$ cat config.mk
export PLATFORM = sky130hd
export DESIGN_NAME = net_packet_trace_buffer
export DESIGN_NICKNAME = d
export VERILOG_FILES = /design/src/rtl/net_packet_trace_buffer.sv
export SDC_FILE = /design/constraint.sdc
export NUM_CORES = 1
export LEC_CHECK = 0
export ABC_AREA = 0
export CAP_MARGIN = 20
export CORE_MARGIN = 2
export CORE_UTILIZATION = 60
export DETAILED_ROUTE_END_ITERATION = 12
export PLACE_DENSITY = 0.87
export SYNTH_ARGS = -nofsm -noshare
export SYNTH_HDL_FRONTEND = slang
export SYNTH_SLANG_ARGS = --single-unit
export TNS_END_PERCENT = 20
$ cat constraint.sdc
create_clock -name clk -period 7.13 [get_ports clk]
set_input_delay 0.713 -clock clk [delete_from_list [all_inputs] [get_ports clk]]
set_output_delay 0.713 -clock clk [all_outputs]
set_load 0.01 [all_outputs]
$ cat src/rtl/net_packet_trace_buffer.sv
// ---------------------------------------------------------------------------
// net_packet_trace_buffer
//
// Purpose:
//   Snoops up to channels_p net_packet_s streams and records at most one
//   packet per cycle into a small circular trace memory. Each entry is
//   {channel index, cycle stamp, packet}. A round-robin arbiter picks
//   one channel when several want to be captured. The losers, and any packet
//   refused by a full buffer in stop mode, are counted as drops. Reads are
//   show-ahead: entry_o always presents the oldest entry.
//
// Ports:
//   clk             single clock, rising edge
//   n_reset         asynchronous active-low reset
//   net_packet_i    one monitored packet per channel per cycle
//   cycle_counter_i timestamp sampled with the captured packet
//   cap_en_i        capture enables {PC, BAR, REG, INSTR}
//   mode_i          0 = overwrite oldest when full, 1 = stop when full
//   freeze_i        blocks all capture (reads unaffected)
//   rd_en_i         pop the oldest entry
//   entry_o         oldest entry, zero when empty
//   entry_valid_o   buffer non-empty
//   count_o         number of entries held
//   full_o          count_o == depth_p
//   drop_count_o    saturating count of lost packets
//   wrapped_o       sticky: an entry has been overwritten
// ---------------------------------------------------------------------------

package net_packet_trace_pkg;

    localparam logic [2:0] NET_OP_NULL  = 3'd0;
    localparam logic [2:0] NET_OP_INSTR = 3'd1;
    localparam logic [2:0] NET_OP_REG   = 3'd2;
    localparam logic [2:0] NET_OP_BAR   = 3'd3;
    localparam logic [2:0] NET_OP_PC    = 3'd4;

    typedef struct packed {
        logic [2:0]  net_op;
        logic [15:0] payload;
    } net_packet_s;

endpackage

module net_packet_trace_buffer
    import net_packet_trace_pkg::*;
#(
    parameter int  channels_p = 2,
    parameter int  depth_p    = 16,
    localparam int chan_w     = (channels_p > 1) ? $clog2(channels_p) : 1,
    localparam int ptr_w      = $clog2(depth_p),
    localparam int cnt_w      = ptr_w + 1,
    localparam int pkt_w      = $bits(net_packet_s),
    localparam int entry_w    = chan_w + 32 + pkt_w
)(
    input  logic                         clk,
    input  logic                         n_reset,
    input  net_packet_s [channels_p-1:0] net_packet_i,
    input  logic [31:0]                  cycle_counter_i,
    input  logic [3:0]                   cap_en_i,
    input  logic                         mode_i,
    input  logic                         freeze_i,
    input  logic                         rd_en_i,
    output logic [entry_w-1:0]           entry_o,
    output logic                         entry_valid_o,
    output logic [cnt_w-1:0]             count_o,
    output logic                         full_o,
    output logic [15:0]                  drop_count_o,
    output logic                         wrapped_o
);

    // -----------------------------------------------------------------------
    // State
    // -----------------------------------------------------------------------
    logic [entry_w-1:0] r_mem [depth_p];
    logic [ptr_w-1:0]   r_wr_ptr;
    logic [ptr_w-1:0]   r_rd_ptr;
    logic [chan_w-1:0]  r_rr_ptr;
    logic [cnt_w-1:0]   r_count;
    logic [15:0]        r_drop_count;
    logic               r_wrapped;

    // -----------------------------------------------------------------------
    // Combinational signals
    // -----------------------------------------------------------------------
    logic [channels_p-1:0] w_cand;
    logic [3:0]            w_num_cand;
    logic                  w_grant_vld;
    logic [chan_w-1:0]     w_grant_idx;
    net_packet_s           w_grant_pkt;
    logic [entry_w-1:0]    w_wr_data;

    logic                  w_full;
    logic                  w_empty;
    logic                  w_pop;
    logic                  w_write;
    logic                  w_overwrite;
    logic                  w_discard;

    logic [cnt_w-1:0]      w_count_next;
    logic [chan_w-1:0]     w_rr_next;
    logic [4:0]            w_drop_inc;
    logic [16:0]           w_drop_sum;
    logic [15:0]           w_drop_next;

    // -----------------------------------------------------------------------
    // Candidate decode. Ops outside the four known kinds have no enable bit
    // and are always captured so that unexpected traffic is never hidden.
    // -----------------------------------------------------------------------
    always_comb begin
        w_cand = '0;
        if (!freeze_i) begin
            for (int c = 0; c < channels_p; c++) begin
                case (net_packet_i[c].net_op)
                    NET_OP_NULL:  w_cand[c] = 1'b0;
                    NET_OP_INSTR: w_cand[c] = cap_en_i[0];
                    NET_OP_REG:   w_cand[c] = cap_en_i[1];
                    NET_OP_BAR:   w_cand[c] = cap_en_i[2];
                    NET_OP_PC:    w_cand[c] = cap_en_i[3];
                    default:      w_cand[c] = 1'b1;
                endcase
            end
        end
    end

    always_comb begin
        w_num_cand = '0;
        for (int c = 0; c < channels_p; c++) begin
            w_num_cand = w_num_cand + {3'b000, w_cand[c]};
        end
    end

    // -----------------------------------------------------------------------
    // Round-robin arbiter: first pass looks at indices at or above the
    // pointer, second pass wraps around to the low indices.
    // -----------------------------------------------------------------------
    always_comb begin
        w_grant_vld = 1'b0;
        w_grant_idx = '0;
        for (int c = 0; c < channels_p; c++) begin
            if (!w_grant_vld && w_cand[c] && (c >= int'(r_rr_ptr))) begin
                w_grant_vld = 1'b1;
                w_grant_idx = chan_w'(c);
            end
        end
        for (int c = 0; c < channels_p; c++) begin
            if (!w_grant_vld && w_cand[c]) begin
                w_grant_vld = 1'b1;
                w_grant_idx = chan_w'(c);
            end
        end
    end

    always_comb begin
        w_grant_pkt = '0;
        for (int c = 0; c < channels_p; c++) begin
            if (chan_w'(c) == w_grant_idx) begin
                w_grant_pkt = net_packet_i[c];
            end
        end
    end

    assign w_wr_data = {w_grant_idx, cycle_counter_i, w_grant_pkt};

    always_comb begin
        w_rr_next = r_rr_ptr;
        if (w_grant_vld) begin
            if (w_grant_idx == chan_w'(channels_p - 1)) begin
                w_rr_next = '0;
            end else begin
                w_rr_next = w_grant_idx + chan_w'(1);
            end
        end
    end

    // -----------------------------------------------------------------------
    // Buffer control. When full, wr_ptr == rd_ptr, so a write that coincides
    // with a pop lands on the slot being popped and needs no special case.
    // -----------------------------------------------------------------------
    assign w_full      = (r_count == cnt_w'(depth_p));
    assign w_empty     = (r_count == '0);
    assign w_pop       = rd_en_i && !w_empty;
    assign w_overwrite = w_grant_vld && w_full && !w_pop && !mode_i;
    assign w_discard   = w_grant_vld && w_full && !w_pop &&  mode_i;
    assign w_write     = w_grant_vld && !w_discard;

    always_comb begin
        w_count_next = r_count;
        if (w_write && !w_pop && !w_full) begin
            w_count_next = r_count + cnt_w'(1);
        end else if (w_pop && !w_write) begin
            w_count_next = r_count - cnt_w'(1);
        end
    end

    // Losing candidates plus a refused grant; a grant implies at least one
    // candidate so the subtraction never goes negative.
    assign w_drop_inc  = {1'b0, w_num_cand} - {4'b0000, w_grant_vld}
                       + {4'b0000, w_discard};
    assign w_drop_sum  = {1'b0, r_drop_count} + {12'h000, w_drop_inc};
    assign w_drop_next = w_drop_sum[16] ? 16'hFFFF : w_drop_sum[15:0];

    // -----------------------------------------------------------------------
    // Sequential state
    // -----------------------------------------------------------------------
    always_ff @(posedge clk or negedge n_reset) begin
        if (!n_reset) begin
            r_wr_ptr     <= '0;
            r_rd_ptr     <= '0;
            r_rr_ptr     <= '0;
            r_count      <= '0;
            r_drop_count <= '0;
            r_wrapped    <= 1'b0;
        end else begin
            if (w_write) begin
                r_wr_ptr <= r_wr_ptr + ptr_w'(1);
            end
            if (w_pop || w_overwrite) begin
                r_rd_ptr <= r_rd_ptr + ptr_w'(1);
            end
            if (w_overwrite) begin
                r_wrapped <= 1'b1;
            end
            r_rr_ptr     <= w_rr_next;
            r_count      <= w_count_next;
            r_drop_count <= w_drop_next;
        end
    end

    // Storage is not reset; the guard keeps an edge that arrives while reset
    // is held from leaving a stray write behind.
    always_ff @(posedge clk) begin
        if (n_reset && w_write) begin
            r_mem[r_wr_ptr] <= w_wr_data;
        end
    end

    // -----------------------------------------------------------------------
    // Outputs
    // -----------------------------------------------------------------------
    assign entry_o       = w_empty ? '0 : r_mem[r_rd_ptr];
    assign entry_valid_o = !w_empty;
    assign count_o       = r_count;
    assign full_o        = w_full;
    assign drop_count_o  = r_drop_count;
    assign wrapped_o     = r_wrapped;

endmodule

==> flow_summary.json <==
{
  "start_kind": "flop",
  "h-tree-depth": 3,
  "synth.avg_cell_area_um2": 23.4,
  "cts-root-buf": "clkbuf_16",
  "yosysTopAreaCellShare": 0.739,
  "globalplace.congestion": 0.783,
  "critPathSlowestCell": "dfrtp_4",
  "required_ns": 6.42,
  "hold_viol_final": 0,
  "grt_max_degree": 129,
  "path_class": "reg -> out",
  "wl_per_cell_um": 33.3,
  "firstDrtPassIters": 5,
  "synth.area.top_cells": "edfxtp_1 74%, mux4_2 17%, dfrtp_1 2.3%",
  "worstMarginPinSlew_ns": 1.11,
  "mostFrequentLayoutCells": "832 x edfxtp_1, 260 x mux4_2, 154 x clkdlybuf4s50_1",
  "grt_pass1_vias": 17450,
  "syn-instance-count": 1445,
  "post-route-min-period_ns": 4.92,
  "nFillCells": 3077,
  "cts_tree": "yes",
  "slowest_delay_ns": 1.02,
  "final_nets": 1748,
  "setup_viol": 0,
  "hp-class": "reg -> reg",
  "skew_ns": 0.0317,
  "status": "complete, no violations",
  "area.growth.synth_to_final_pct": 15.7,
  "ir_drop_v": 0.000303,
  "dp_hpwl_um": 42000,
  "cp_max_fo": 45,
  "cp.buffers_inverters": 2,
  "cts_buffers": 83,
  "path_clk_slew_ns": 0.06,
  "drive_above_1_share": 0.271,
  "fin_hold_ws_ns": 0.485,
  "fmax_mhz": 203,
  "overflow": 0,
  "routed_wl_um": 82400,
  "cts.path.max_buffers": 3,
  "synth_flop_cell": "edfxtp_1",
  "yosysWarningCount": 0,
  "cpLargestDelayFamily": "multiplexers",
  "synthArstFlopShare": 0.0359,
  "cts_hold_buf": 0,
  "p_leak_uw": 0.0124,
  "slew-limit-headroom": 0.257,
  "cts_resized": 0,
  "grt_pass1_wl_um": 120000,
  "maxCapViolCount": 0,
  "antenna_left": 0,
  "final_common_cell": "edfxtp_1",
  "coreArea_mm2": 0.0561,
  "antenna_found_initial": 2,
  "numPortBuffers": 154,
  "finalCritPeriodShare": 0.690,
  "vias_per_cell": 6.66,
  "worstPathArrival_ns": 4.21,
  "fp.dieH_um": 241,
  "ioPinCount": 155,
  "p_per_area_mw_per_mm2": 394,
  "ys_types": 42,
  "drc": 0,
  "crit_path_frequent_cell": "mux4_2",
  "setup-tns-final_ns": 0,
  "finalMaxSlewViolations": 0,
  "die_area_mm2": 0.0583,
  "cts_num_sinks": 863,
  "endpoint_kind": "output port",
  "post_cts_buffers": 0,
  "drt_iter0_drc": 2228,
  "num_vias": 16499,
  "die_w_um": 241,
  "rsz0062_at_grt": "no",
  "synth_area_mm2": 0.0338,
  "crit_chain": "buf_4, mux4_2, mux4_2, and2_1, clkdlybuf4s50_1",
  "start_util": 0.603,
  "rows": 87,
  "synth_seq_cells": 863,
  "seq_area_frac_synth": 0.762,
  "clk_latency_ns": 0.65,
  "syn_nets": 1544,
  "grt_util_all_layers": 0.292,
  "synth_top_cell_by_area": "edfxtp_1",
  "synth_edf_count": 832
}
registers in the layout, indices dropped and copies added (netlist names):
register and cells:
count_o 5, r_wr_ptr 4, r_rr_ptr 1, wrapped_o 1, r_rd_ptr 4, drop_count_o 16, r_mem 832
per-stage QoR:
stage	area (µm²)	power, µW	util	setup slack [ns]	std cells
6_report	39100	15400	0.698	2.21	2476
5_1_grt	39100	15900	0.698	1.97	2476
4_1_cts	39100	15500	0.697	2.09	2472
3_5_place_dp	36300	10900	0.647	2.32	2317
3_3_place_gp	36300	10800	0.647	2.45	2315
2_1_floorplan	33800	9260	-	1.18	1445
power breakdown:
| group | internal, µW | switching, µW |
|---|---|---|
| clock | 2580 | 1920 |
| combinational | 2540 | 2160 |
| sequential | 5890 | 345 |
layer usage:
layer | GRT usage | routed length [µm] | up-vias | part of all wire
li1 | - | - | 6536 | -
met1 | 0.379 | 28900 | 8703 | 0.35
met2 | 0.504 | 44100 | 1106 | 0.54
met3 | 0.0439 | 6720 | 154 | 0.082
met4 | 0.117 | 2680 | 0 | 0.033
met5 | 0 | 0 | - | 0
layout make-up:
type	count	area, µm²	share of cell area
antenna	1	2.50	0.0000640
clock buffer	108	2300	0.0587
clock inverter	47	472	0.0121
inverter	11	41.3	0.00106
multi-input combinational	499	7680	0.196
sequential	863	25800	0.659
tap	756	946	0.0242
timing repair buffer	191	1910	0.0487
cell families (layout without fill, tap and decap cells):
| logic type | Yosys count | after routing | share of synthesized area |
|---|---|---|---|
| AOI/OAI and AO/OA | 39 | 39 | 0.00851 |
| xor gates and xnor gates | 19 | 19 | 0.00492 |
| adders and majority gates | 20 | 20 | 0.00784 |
| buffers and inverters | 83 | 357 | 0.0142 |
| DFF | 863 | 863 | 0.762 |
| muxes | 284 | 284 | 0.181 |
| other | 0 | 1 | 0 |
| and+or+nand+nor | 137 | 137 | 0.0216 |
Yosys cell counts (all sizes together), types with 6 or more instances:
library cell / number
a21oi: 7
o21ai: 8
mux4: 260
dfrtp: 31
and2: 54
nand2: 21
inv: 11
xor2: 8
nand2b: 6
ha: 18
nand3: 10
buf: 44
clkbuf: 28
xnor2: 11
mux2: 22
nor3: 7
nor2: 24
edfxtp: 832
worst register-to-register path: stages, from the launching register on:
cell and delay, ns:
dfrtp_1 0.46, nor4_1 0.44, nand2_1 0.18, nor2_1 0.23
and3_1 0.21, ha_1 0.15, ha_1 0.22, inv_1 0.09
fa_1 0.43, nand2b_1 0.19, a21oi_1 0.19, o21bai_1 0.15
or3_1 0.58, nand2_1 0.13, mux2_2 0.16
final timing paths:
path	start	end	slack, ns	depth (start not counted)
min in group asynchronous	n_reset	drop_count_o[4]	0.51	2
worst max-delay path	r_rd_ptr[0]	entry_o[3]	2.21	5
worst max register to register	count_o[0]	drop_count_o[11]	3.26	14
worst min register to register	r_rr_ptr	r_rr_ptr	0.48	1
max in group asynchronous	n_reset	r_rd_ptr[1]	6.25	2
worst min-delay path	r_rr_ptr	r_rr_ptr	0.48	1
Power figures use the tool's default switching activity.
